--- src/rtl/tap_sequencer_pkg.sv ---
`default_nettype none
// ============================================================================
// Module      : tap_sequencer_pkg
// Description : Shared filter-datapath package. Holds the sequencer state
//               encoding and a constant ceil-log2 helper used to size
//               pointers and tap indices in the filter blocks.
// Ports       : none (package)
// Revision    : 1.0 - initial release
// ============================================================================
package tap_sequencer_pkg;

   // Sequencer state: IDLE accepts a sample, READ plays the history back.
   typedef enum logic [0:0] {
      ST_IDLE = 1'b0,
      ST_READ = 1'b1
   } tap_state_t;

   // Default geometry shared by the filter blocks.
   localparam int DEFAULT_DATA_WIDTH = 8;
   localparam int DEFAULT_TAPS       = 8;

   // ceil(log2(value)); returns 0 for value <= 1.
   function automatic int clog2(input int value);
      int result;
      int remain;
      result = 0;
      remain = value - 1;
      while (remain > 0) begin
         result = result + 1;
         remain = remain >> 1;
      end
      return result;
   endfunction

endpackage
`default_nettype wire

--- src/rtl/tap_history_ram.sv ---
`default_nettype none
// ============================================================================
// Module      : tap_history_ram
// Description : TAPS x DATA_WIDTH register array holding the sample history.
//               One synchronous write port, one asynchronous read port and a
//               synchronous clear that zeros every slot.
// Ports       : clk    - system clock
//               rst    - asynchronous reset, active low; zeros every slot
//               clr    - synchronous clear of every slot (beats a write)
//               we     - write enable
//               waddr  - write slot
//               wdata  - write data
//               raddr  - read slot
//               rdata  - contents of slot raddr (combinational)
// Revision    : 1.0 - initial release
// ============================================================================
module tap_history_ram
   import tap_sequencer_pkg::*;
#(
   parameter  int DATA_WIDTH = DEFAULT_DATA_WIDTH,
   parameter  int TAPS       = DEFAULT_TAPS,
   localparam int ADDR_W     = clog2(TAPS)
) (
   input  logic                  clk,
   input  logic                  rst,
   input  logic                  clr,
   input  logic                  we,
   input  logic [ADDR_W-1:0]     waddr,
   input  logic [DATA_WIDTH-1:0] wdata,
   input  logic [ADDR_W-1:0]     raddr,
   output logic [DATA_WIDTH-1:0] rdata
);

   logic [DATA_WIDTH-1:0] slot [TAPS];

   // One register per slot; each decodes its own write select.
   for (genvar i = 0; i < TAPS; i++) begin : g_slot
      logic [DATA_WIDTH-1:0] q;

      always_ff @(posedge clk or negedge rst) begin
         if (!rst) begin
            q <= '0;
         end else if (clr) begin
            q <= '0;
         end else if (we && (waddr == ADDR_W'(i))) begin
            q <= wdata;
         end
      end

      assign slot[i] = q;
   end

   // TAPS is a power of two, so every raddr value selects a real slot.
   assign rdata = slot[raddr];

endmodule
`default_nettype wire

--- src/rtl/tap_sequencer.sv ---
`default_nettype none
// ============================================================================
// Module      : tap_sequencer
// Description : Receiving end of the filter sample path. Each accepted sample
//               is written into a circular TAPS-deep history, then the whole
//               history is played back one tap per cycle, newest first, to a
//               time-multiplexed MAC stage.
// Ports       : clk         - system clock, rising edge
//               rst         - asynchronous reset, active low
//               clr         - synchronous clear of history and state
//               in_valid    - input sample offered
//               in_ready    - block can accept a sample (IDLE only)
//               in_data     - input sample
//               out_valid   - a tap is presented on out_data
//               out_ready   - downstream accepts the presented tap
//               out_data    - history sample for tap out_tap_idx
//               out_tap_idx - tap number, 0 is the newest sample
//               out_last    - high with the final tap (TAPS-1)
//               busy        - high while playing back the history
// Revision    : 1.0 - initial release
// ============================================================================
module tap_sequencer
   import tap_sequencer_pkg::*;
#(
   parameter  int DATA_WIDTH = DEFAULT_DATA_WIDTH,
   parameter  int TAPS       = DEFAULT_TAPS,
   localparam int ADDR_W     = clog2(TAPS)
) (
   input  logic                  clk,
   input  logic                  rst,
   input  logic                  clr,
   input  logic                  in_valid,
   output logic                  in_ready,
   input  logic [DATA_WIDTH-1:0] in_data,
   output logic                  out_valid,
   input  logic                  out_ready,
   output logic [DATA_WIDTH-1:0] out_data,
   output logic [ADDR_W-1:0]     out_tap_idx,
   output logic                  out_last,
   output logic                  busy
);

   localparam logic [ADDR_W-1:0] LAST_TAP = ADDR_W'(TAPS - 1);
   localparam logic [ADDR_W-1:0] ONE      = ADDR_W'(1);

   tap_state_t        state;
   logic [ADDR_W-1:0] wr_ptr;
   logic [ADDR_W-1:0] newest;
   logic [ADDR_W-1:0] tap_cnt;

   logic              accept;
   logic              advance;
   logic [ADDR_W-1:0] rd_addr;

   // in_ready is a registered flag that is only high in IDLE, so this is the
   // complete acceptance condition. clr wins over the handshake.
   assign accept  = in_valid && in_ready && !clr;
   assign advance = out_valid && out_ready;

   // Walking backwards from the newest slot; the ADDR_W-bit subtraction
   // wraps modulo TAPS, covering newest at slot 0 and at slot TAPS-1.
   assign rd_addr = newest - tap_cnt;

   assign out_tap_idx = tap_cnt;

   tap_history_ram #(
      .DATA_WIDTH (DATA_WIDTH),
      .TAPS       (TAPS)
   ) u_history (
      .clk   (clk),
      .rst   (rst),
      .clr   (clr),
      .we    (accept),
      .waddr (wr_ptr),
      .wdata (in_data),
      .raddr (rd_addr),
      .rdata (out_data)
   );

   // Control FSM. All handshake outputs are registered alongside the state
   // so they never depend combinationally on the inputs.
   always_ff @(posedge clk or negedge rst) begin
      if (!rst) begin
         state     <= ST_IDLE;
         wr_ptr    <= '0;
         newest    <= '0;
         tap_cnt   <= '0;
         in_ready  <= 1'b1;
         out_valid <= 1'b0;
         out_last  <= 1'b0;
         busy      <= 1'b0;
      end else if (clr) begin
         state     <= ST_IDLE;
         wr_ptr    <= '0;
         newest    <= '0;
         tap_cnt   <= '0;
         in_ready  <= 1'b1;
         out_valid <= 1'b0;
         out_last  <= 1'b0;
         busy      <= 1'b0;
      end else begin
         case (state)
            ST_IDLE: begin
               if (accept) begin
                  state     <= ST_READ;
                  newest    <= wr_ptr;
                  wr_ptr    <= wr_ptr + ONE;
                  tap_cnt   <= '0;
                  in_ready  <= 1'b0;
                  out_valid <= 1'b1;
                  out_last  <= 1'b0;  // TAPS >= 2, tap 0 is never the last
                  busy      <= 1'b1;
               end
            end

            ST_READ: begin
               if (advance) begin
                  if (tap_cnt == LAST_TAP) begin
                     state     <= ST_IDLE;
                     tap_cnt   <= '0;
                     in_ready  <= 1'b1;
                     out_valid <= 1'b0;
                     out_last  <= 1'b0;
                     busy      <= 1'b0;
                  end else begin
                     tap_cnt  <= tap_cnt + ONE;
                     out_last <= ((tap_cnt + ONE) == LAST_TAP);
                  end
               end
            end

            default: begin
               state     <= ST_IDLE;
               tap_cnt   <= '0;
               in_ready  <= 1'b1;
               out_valid <= 1'b0;
               out_last  <= 1'b0;
               busy      <= 1'b0;
            end
         endcase
      end
   end

endmodule
`default_nettype wire

--- config.mk ---
export PLATFORM = sky130hd
export DESIGN_NAME = tap_sequencer
export DESIGN_NICKNAME = d
export VERILOG_FILES = /design/src/rtl/tap_sequencer_pkg.sv /design/src/rtl/tap_history_ram.sv /design/src/rtl/tap_sequencer.sv
export SDC_FILE = /design/constraint.sdc
export NUM_CORES = 1
export LEC_CHECK = 0
export CAP_MARGIN = 20
export CORE_UTILIZATION = 50
export CTS_CLUSTER_SIZE = 16
export DETAILED_ROUTE_END_ITERATION = 16
export DONT_BUFFER_PORTS = 1
export GPL_TIMING_DRIVEN = 1
export PLACE_DENSITY = 0.68
export SETUP_SLACK_MARGIN = 0.2
export SYNTH_ARGS = -nofsm -noshare
export SYNTH_HDL_FRONTEND = slang
export SYNTH_SLANG_ARGS = --single-unit
--- constraint.sdc ---
create_clock -name clk -period 2.3 [get_ports clk]
set_input_delay 0.23 -clock clk [delete_from_list [all_inputs] [get_ports clk]]
set_output_delay 0.23 -clock clk [all_outputs]
set_load 0.02 [all_outputs]
==> results of run 1 <==
==> layout by cell type, fill, tap and decap left out, types with 2 or more instances in the layout <==
cell type and instances:
a21boi_0 4, and3b_1 2, nor2_1 22, nand4_1 3, bufinv_16 2, mux4_1 5
nand2_1 101, and3_1 3, clkbuf_8 9, dfrtp_2 2, dlygate4sd3_1 10, mux2i_1 20
inv_2 2, and4_1 3, nand3_2 2, mux4_2 11, buf_6 2, a21oi_1 55
clkbuf_1 2, buf_4 6, inv_1 5, buf_16 2, and4b_1 3, dfrtp_1 74
clkinvlp_4 2, o21ai_0 4, nand4b_1 4, ha_1 9, mux2_4 8
==> per-stage QoR <==
step	power, W	TNS, ns	std cells
floorplan	0.00165	0	390
global placement	0.00164	0	464
detailed placement	0.00165	0	464
CTS	0.00283	-1.75	490
global route	0.00292	-2.17	494
finish	0.00282	-1.72	494
==> critical path: stages (launching register included) <==
cell and delay (ns):
dfrtp_1 0.40, inv_2 0.08, ha_4 0.12, inv_2 0.03
fa_2 0.55, buf_6 0.15, mux4_2 0.31, mux2_4 0.31
==> flip-flops by register name (all words and copies together), names as in the netlist <==
register / flops
busy: 1
u_history.g_slot.q: 64
wr_ptr: 3
in_ready: 1
out_last: 1
newest: 3
state: 1
out_tap_idx: 3
==> worst paths after layout <==
path,startpoint,endpoint,slack (ns),depth (start not counted)
max,newest[0]$_DFFE_PN0P_,out_data[1],-0.23,7
min,in_data[7],u_history.g_slot[6].q[7]$_DFFE_PN0P_,0.009,2
max reg2reg,in_ready$_DFFE_PN1P_,u_history.g_slot[6].q[2]$_DFFE_PN0P_,0.54,3
min reg2reg,u_history.g_slot[1].q[1]$_DFFE_PN0P_,u_history.g_slot[1].q[1]$_DFFE_PN0P_,0.52,2
min in group asynchronous,rst,u_history.g_slot[5].q[3]$_DFFE_PN0P_,0.45,2
max in group asynchronous,rst,in_ready$_DFFE_PN1P_,1.52,2
==> power groups by stage <==
| stage | clock network, W | registers [W] | logic, W |
|---|---|---|---|
| 2_1_floorplan | 0 | 0.00143 | 0.000225 |
| 3_3_place_gp | 0 | 0.00145 | 0.000191 |
| 3_5_place_dp | 0 | 0.00145 | 0.000196 |
| 4_1_cts | 0.00114 | 0.00142 | 0.000269 |
| 5_1_grt | 0.00119 | 0.00143 | 0.000298 |
| 6_report | 0.00113 | 0.00142 | 0.000273 |
==> area by class of cell <==
cell class / instances / area (sq um) / share of cell area
multi-input cells: 271 / 1910 / 0.429
inverters: 7 / 26.3 / 0.00591
flip-flops and latches: 77 / 1930 / 0.434
repair buffers: 21 / 243 / 0.0546
clock inverters: 5 / 83.8 / 0.0188
well taps: 102 / 128 / 0.0287
clock buffers: 11 / 131 / 0.0295
==> metal layers <==
layer,vias up,global-route usage,routed length [um]
li1,1331,-,-
met1,1485,0.365,4140
met2,74,0.378,4680
met3,10,0.0402,716
met4,0,0.0913,127
met5,-,0,0
==> cells by family (layout without fill, tap and decap cells) <==
kind of cell,after synthesis,in the layout,synth area share
adder cells (fa/ha/maj),11,11,0.0362
XOR/XNOR,3,3,0.0112
multiplexers,44,44,0.175
AO/OA/AOI/OAI,66,66,0.0867
AND/OR/NAND/NOR,147,147,0.163
buffers and inverters,42,44,0.0474
flip-flops,77,77,0.480
==> repair_timing <==
action	in CTS	in global routing
endpoints found under the hold margin	153	3
resized for setup	3	2
setup endpoints to repair	8	8
hold buffers	9	3
buffers inserted	1	1
==> run_results.csv, run 1 <==
group,metric,value,unit
status,status,"finished, violations left",
status,violations,"setup timing",
critical_path,start_kind,"register",
power_and_ir_drop,p_comb_frac,0.096,
power_and_ir_drop,cellInternalPower,0.00211,W
clock_tree,cts_made_buffers,9,
synthesis,yosysTopAreaCellShare,0.474,
route,drt-wirelength-per-cell,19.6,um
floorplan,core_area,7730,sq um
placement,place_area,4060,sq um
final_layout,n_fill_cell,638,
final_layout,drive_gt1_frac,0.138,
global_routing,grt_pass1_vias,2837,
timing,rsz0062_at_grt,"yes",
timing,clock_skew,0.0107,ns
power_and_ir_drop,peakVddDrop,0.267,mV
timing,slew_violations,0,
min_path,hp-class,"in -> reg",
route,vias_per_cell,5.87,
global_routing,antenna_found_initial,0,
synthesis,ys_types,36,
clock_tree,cts_max_path_buffers,2,
placement,pre_cts_slack,0.105,ns
power_and_ir_drop,p_leak,2.02,nW
synthesis,synthTopCellsByCount,"101 x nand2_1, 76 x dfrtp_1, 55 x a21oi_1",
final_layout,stdcell_area,4450,sq um
floorplan,dieArea,8390,sq um
final_layout,final_core_util,0.576,
clock_tree,clock_sinks,77,
run,maxCapViolations,0,
timing,fin_crit_sh,1.10,
floorplan,std_cell_rows,32,
timing,hold_violations,0,
synthesis,synth_nets,414,
floorplan,die_w,91.6,um
synthesis,synth_edf_count,0,
global_routing,grt_use_total,0.250,
power_and_ir_drop,p_clk_frac,0.399,
synthesis,synthFlopType,"dfrtp_1",
clock_tree,clk_pin_slew,0.09,ns
synthesis,syn_area_per_cell,10.3,sq um
power_and_ir_drop,p_sw_frac,0.252,
route,dr.pass1.iters,4,
clock_tree,cts_tree,"built",
critical_path,critical_path_required,2.07,ns
power_and_ir_drop,p_per_area,635,nW/um^2
clock_tree,clk_latency,0.35,ns
route,drcViolationCount,0,
timing,worst_slew_pin_slew,0.605,ns
power_and_ir_drop,p_seq_frac,0.504,
timing,slew_headroom,0.597,
floorplan,start_util,0.519,
synthesis,synth_cells,390,
global_routing,grt_pass1_wl,15700,um
critical_path,arrival,2.30,ns
synthesis,yosysMostFrequentCell,"nand2_1",
critical_path,path_class,"reg -> out",
timing,fin_ws,-0.234,ns
clock_tree,root_buffer,"clkbuf_8",
clock_tree,cts.htree.levels,3,
timing,fmax,395,MHz
placement,gp_congestion,0.785,
timing,hold-worst-slack,0.00856,ns
final_layout,nets,411,
final_layout,n_antenna_cell,0,
route,antenna_left,0,
synthesis,ys.warnings.count,0,
global_routing,grt_overflow,0,
route,finalWirelength,9660,um
timing,setup_violations,8,
floorplan,dieHeight,91.6,um
synthesis,async_flop_share,1.00,
timing,post-route-min-period,2.53,ns
synthesis,synth_seq_area_share,0.480,
global_routing,grt_max_degree,78,
critical_path,worst-path-max-fanout,8,
floorplan,ios,28,
power_and_ir_drop,p_sw,0.000712,W
synthesis,syn-cell-area,4010,sq um
critical_path,crit_path_end_kind,"primary output",
placement,portBuffers,0,
placement,dpl.hpwl,6060,um
synthesis,ys_ff_latch,77,
synthesis,synthTopCellsByArea,"dfrtp_1 47%, nand2_1 9.4%, a21oi_1 6.9%",
route,drt_iter0_drc,238,
synthesis,synth_top_cell_by_area,"dfrtp_1",
final_layout,area_growth_syn_to_layout,10.8,%
route,vias,2900,
No activity file was read; power rests on OpenSTA's default activity.
==> run 2: changes to the inputs <==
--- a/config.mk
+++ b/config.mk
@@ -6,6 +6,7 @@
 export NUM_CORES = 1
 export LEC_CHECK = 0
 export CAP_MARGIN = 20
+export CORE_MARGIN = 3
 export CORE_UTILIZATION = 50
 export CTS_CLUSTER_SIZE = 16
 export DETAILED_ROUTE_END_ITERATION = 16
==> constraint.sdc (replaced) <==
create_clock -name clk -period 2.3 [get_ports clk]
set_input_delay 0.345 -clock clk [delete_from_list [all_inputs] [get_ports clk]]
set_output_delay 0.345 -clock clk [all_outputs]
set_load 0.02 [all_outputs]
==> run 2 against run 1 <==
Effect of this change: maximum frequency fell by 4.0%; clock-buffer cell count fell by 2; largest cell class unchanged; design area shrank 4.2%; sequential share of layout area increased by 1.9 points; hold slack worse by 0.33 ns; the run ends with hold timing, setup timing left; wire length fell by 6.1%.
==> run_results.csv, run 2 (synthesis results as in run 1) <==
group,metric,value,unit
clock_tree,clk_pin_slew,0.08,ns
timing,setup_violations,8,
placement,portBuffers,0,
final_layout,area_growth_syn_to_layout,6.20,%
placement,place_area,4050,sq um
timing,fin_ws,-0.339,ns
clock_tree,postCtsSetupBuffers,0,
route,vias_per_cell,5.79,
floorplan,dieHeight,95.6,um
timing,fin_crit_sh,1.15,
final_layout,drive_gt1_frac,0.133,
global_routing,grt_max_degree,78,
route,drt-wirelength-per-cell,19.0,um
critical_path,critical_path_required,1.96,ns
timing,rsz0062_at_grt,"yes",
timing,post-route-min-period,2.64,ns
route,drcViolationCount,0,
floorplan,die_w,95.6,um
timing,slew_violations,0,
floorplan,core_area,7770,sq um
run,maxCapViolations,0,
status,violations,"hold timing, setup timing",
floorplan,std_cell_rows,32,
route,antenna_left,0,
clock_tree,cts_tree,"built",
final_layout,most-common-layout-cells,"101 x nand2_1, 74 x dfrtp_1, 55 x a21oi_1, 22 x nor2_1, 20 x mux2i_1",
final_layout,final_common_cell,"nand2_1",
route,vias,2766,
final_layout,fin_cells,478,
clock_tree,cts_made_buffers,9,
route,finalWirelength,9070,um
final_layout,stdcell_area,4260,sq um
route,drt_iter0_drc,291,
critical_path,worst-path-max-fanout,8,
global_routing,grt_pass1_wl,15000,um
timing,fmax,379,MHz
global_routing,grt_overflow,0,
global_routing,grt_pass1_vias,2725,
clock_tree,cts.htree.levels,3,
timing,clock_skew,0.00925,ns
final_layout,largest_reg_flops,64,
timing,hold-worst-slack,-0.324,ns
final_layout,n_antenna_cell,0,
timing,fin_tns_setup,-2.53,ns
timing,worst_slew_pin_slew,0.634,ns
final_layout,nets,396,
floorplan,dieArea,9140,sq um
status,status,"finished, violations left",
power_and_ir_drop,p_leak,1.94,nW
clock_tree,root_buffer,"clkbuf_8",
power_and_ir_drop,power.total,0.00273,W
final_layout,final_core_util,0.549,
placement,dp.cells,463,
clock_tree,clk_latency,0.35,ns
timing,slew_headroom,0.577,
clock_tree,cts_max_path_buffers,2,
timing,hold_violations,77,
critical_path,arrival,2.29,ns
power_and_ir_drop,peakVddDrop,0.240,mV
power_and_ir_drop,p_per_area,641,nW/um^2
final_layout,largest_register,"u_history.g_slot.q",
global_routing,antenna_found_initial,0,
floorplan,start_util,0.517,
critical_path,crit_path_end_kind,"primary output",
critical_path,start_kind,"register",
min_path,hp-class,"in -> async",
clock_tree,clock_sinks,77,
placement,dpl.hpwl,5980,um
global_routing,grt_use_total,0.222,
placement,gp_congestion,0.874,
floorplan,ios,28,
critical_path,path_class,"reg -> out",
route,dr.pass1.iters,4,
[run 2: changes by cell type in the layout (fill, tap and decap cells not counted), sizes merged]
cell / delta
inv: -1
clkbuf: -2
clkinv: +2
dlygate4sd3: -10
buf: -5
[run 2: critical path, cell delays in order, from the launching register on]
cell     delay [ns]
dfrtp_1        0.39
inv_2          0.07
ha_4           0.12
inv_2          0.03
fa_1           0.52
buf_6          0.16
mux4_2         0.31
mux2_4         0.33
[run 2: repair_timing]
item	CTS	global route
endpoints found under the setup margin	8	8
hold endpoints to repair	77	77
pin swaps	0	0
gates resized for setup	3	2
[run 2: layer usage]
layer / track usage / part of all wire / up-vias
li1: - / - / 1291
met1: 0.327 / 0.45 / 1395
met2: 0.320 / 0.47 / 74
met3: 0.0600 / 0.070 / 6
met4: 0.0652 / 0.0086 / 0
met5: 0 / 0 / -
[run 2: layout make-up]
type / instances / area, sq um
well taps: 102 / 128
clock inverters: 6 / 88.8
clock buffers: 9 / 124
inverters: 7 / 26.3
flip-flops and latches: 77 / 1930
repair buffers: 6 / 65.1
multi-input cells: 271 / 1900
fillers: 676 / 3500
[run 2: report_power, final]
| group | switching, W | internal [W] |
|---|---|---|
| sequential | 0.0000447 | 0.00138 |
| clock | 0.000508 | 0.000605 |
| combinational | 0.000103 | 0.0000927 |
[run 2: stage by stage]
| stage | hold slack [ns] | setup WS, ns |
|---|---|---|
| 2_1_floorplan | 0.0494 | -0.0177 |
| 3_3_place_gp | 0.0512 | 0.0524 |
| 3_5_place_dp | 0.0512 | 0.0224 |
| 4_1_cts | -0.343 | -0.358 |
| 5_1_grt | -0.355 | -0.414 |
| 6_report | -0.324 | -0.339 |
[run 2: worst paths after layout]
check / from / to / slack, ns / depth (start not counted)
min: rst / u_history.g_slot[7].q[0]$_DFFE_PN0P_ / -0.32 / 0
max in group asynchronous: rst / in_ready$_DFFE_PN1P_ / 2.42 / 0
min in group clk: clr / out_tap_idx[1]$_DFFE_PN0P_ / 0.05 / 1
min reg2reg: u_history.g_slot[4].q[4]$_DFFE_PN0P_ / u_history.g_slot[4].q[4]$_DFFE_PN0P_ / 0.52 / 2
max: newest[0]$_DFFE_PN0P_ / out_data[2] / -0.34 / 7
max reg2reg: in_ready$_DFFE_PN1P_ / u_history.g_slot[6].q[1]$_DFFE_PN0P_ / 0.59 / 3
==> run 3: changes to the inputs <==
--- a/config.mk
+++ b/config.mk
@@ -6,13 +6,15 @@
 export NUM_CORES = 1
 export LEC_CHECK = 0
 export CAP_MARGIN = 20
-export CORE_MARGIN = 3
-export CORE_UTILIZATION = 50
+export CELL_PAD_IN_SITES_DETAIL_PLACEMENT = 0
+export CELL_PAD_IN_SITES_GLOBAL_PLACEMENT = 1
+export CORE_MARGIN = 2
+export CORE_UTILIZATION = 45
 export CTS_CLUSTER_SIZE = 16
 export DETAILED_ROUTE_END_ITERATION = 16
 export DONT_BUFFER_PORTS = 1
 export GPL_TIMING_DRIVEN = 1
-export PLACE_DENSITY = 0.68
+export PLACE_DENSITY_LB_ADDON = 0.1
 export SETUP_SLACK_MARGIN = 0.2
 export SYNTH_ARGS = -nofsm -noshare
 export SYNTH_HDL_FRONTEND = slang
==> run 3 against run 2 <==
Effect of this change: the flow still finishes with violations (hold timing, setup timing); core utilization fell by 5.5 points; critical path depth is the same; combinational power increased by 6%; die area increased by 6.1%; setup slack better by 0.0034 ns; clock power shrank 8%; power shrank 3.0%; final cell count increased by 2.3%.
==> run_results.csv, run 3 (synthesis results as in run 1) <==
group,metric,value,unit
timing,slew_headroom,0.585,
floorplan,ios,28,
critical_path,start_kind,"register",
final_layout,nets,400,
final_layout,most-common-layout-cells,"101 x nand2_1, 74 x dfrtp_1, 55 x a21oi_1, 22 x nor2_1, 20 x mux2i_1",
status,status,"finished, violations left",
global_routing,grt_pass1_vias,2802,
critical_path,crit_chain,"inv_2, ha_4, inv_2, fa_1, buf_12, mux4_2, mux2_4",
critical_path,path_class,"reg -> out",
power_and_ir_drop,p_per_area,619,nW/um^2
timing,slew_violations,0,
global_routing,antenna_found_initial,0,
clock_tree,clk_pin_slew,0.09,ns
critical_path,cpPeakStageDelay,0.52,ns
clock_tree,clk_latency,0.35,ns
floorplan,std_cell_rows,34,
timing,hold-worst-slack,-0.318,ns
clock_tree,cts_max_path_buffers,2,
route,dr.pass1.iters,4,
critical_path,arrival,2.29,ns
route,wl_met3,560,um
critical_path,crit_top_cell,"inv_2",
timing,post-route-min-period,2.64,ns
route,drt_iter0_drc,148,
placement,gp_congestion,0.755,
final_layout,largest_register,"u_history.g_slot.q",
timing,fin_crit_sh,1.15,
critical_path,worst-path-buf-inv,3,
timing,fin_ws,-0.336,ns
critical_path,crit_path_end_kind,"primary output",
clock_tree,postCtsSetupBuffers,0,
timing,hold_violations,77,
placement,portBuffers,0,
power_and_ir_drop,p_leak,1.95,nW
critical_path,critPathTopFamily,"adder cells",
status,violations,"hold timing, setup timing",
global_routing,grt_pass1_wl,16200,um
floorplan,die_w,98.4,um
timing,clock_skew,0.0112,ns
clock_tree,cts_tree,"built",
route,topRoutingLayerUsed,"met4",
global_routing,grt_overflow,0,
placement,dpl.hpwl,6070,um
final_layout,largest_reg_flops,64,
route,antenna_left,0,
route,wl_met1,4840,um
global_routing,grt_max_degree,78,
final_layout,n_antenna_cell,0,
route,vias_per_cell,5.66,
floorplan,core_area,8680,sq um
clock_tree,cts_made_buffers,9,
critical_path,critical_path_required,1.96,ns
global_routing,grt_use_total,0.219,
floorplan,start_util,0.463,
timing,fmax,379,MHz
min_path,hp-class,"in -> async",
run,maxCapViolations,0,
clock_tree,clock_sinks,77,
floorplan,dieHeight,98.4,um
clock_tree,root_buffer,"clkbuf_8",
route,vias,2768,
final_layout,final_common_cell,"nand2_1",
final_layout,drive_gt1_frac,0.136,
clock_tree,cts.htree.levels,3,
timing,rsz0062_at_grt,"yes",
placement,pre_cts_slack,0.0191,ns
critical_path,cpMaxStageDelayCell,"fa_1",
route,finalWirelength,9990,um
final_layout,area_growth_syn_to_layout,6.80,%
floorplan,dieArea,9690,sq um
timing,worst_slew_pin_slew,0.622,ns
critical_path,worst-path-max-fanout,16,
route,drt-wirelength-per-cell,20.4,um
timing,setup_violations,8,
route,met2_length,4450,um
power_and_ir_drop,peakVddDrop,0.304,mV
route,drcViolationCount,0,
[run 3: cell types whose count changed in the layout (fill, tap and decap cells not counted), sizes merged]
cell / change
buf: +4
clkbuf: +2
bufinv: -1
clkinv: -1
inv: +1
[run 3: metrics by stage]
step / setup TNS [ns] / instance area, sq um / utilization / cells / total power (W)
floorplan: -0.0743 / 4050 / - / 390 / 0.00165
finish: -2.55 / 4290 / 0.494 / 489 / 0.00265
detailed placement: 0 / 4100 / 0.472 / 473 / 0.00166
global route: -3.25 / 4290 / 0.494 / 489 / 0.00276
CTS: -2.66 / 4290 / 0.494 / 489 / 0.00268
global placement: 0 / 4100 / 0.472 / 473 / 0.00165
[run 3: what timing repair did]
| action | in CTS | in global routing |
|---|---|---|
| endpoints found under the hold margin | 77 | 77 |
| setup endpoints to repair | 8 | 8 |
| gates resized for setup | 1 | 1 |
[run 3: final timing paths]
kind,start,to,slack [ns],depth (start not counted)
max in group asynchronous,rst,in_ready$_DFFE_PN1P_,2.43,0
min in group clk,clr,out_last$_DFFE_PN0P_,0.05,1
min reg2reg,u_history.g_slot[2].q[4]$_DFFE_PN0P_,u_history.g_slot[2].q[4]$_DFFE_PN0P_,0.52,2
max reg2reg,in_ready$_DFFE_PN1P_,u_history.g_slot[5].q[4]$_DFFE_PN0P_,0.48,3
max,newest[0]$_DFFE_PN0P_,out_data[5],-0.34,7
min,rst,u_history.g_slot[4].q[6]$_DFFE_PN0P_,-0.32,0
[run 3: final cells by class]
cell class,count,area [sq um]
Multi-Input combinational cell,271,1900
Clock inverter,5,58.8
Fill cell,847,4390
Timing Repair Buffer,10,100
Inverter,7,26.3
Clock buffer,11,131
Sequential cell,77,1930
Tap cell,108,135
[run 3: power breakdown]
group          switching [W]  leakage, nW  total, W  internal (W)
sequential         0.0000428         1.06   0.00142       0.00138
combinational       0.000112        0.797  0.000208     0.0000963
clock               0.000515       0.0899   0.00102      0.000505
[run 3: routing by layer]
metal  up-vias  global-route usage
met5         -                   0
met4         0              0.0643
met3        13              0.0532
met2        68               0.323
met1      1381               0.323
li1       1306                   -
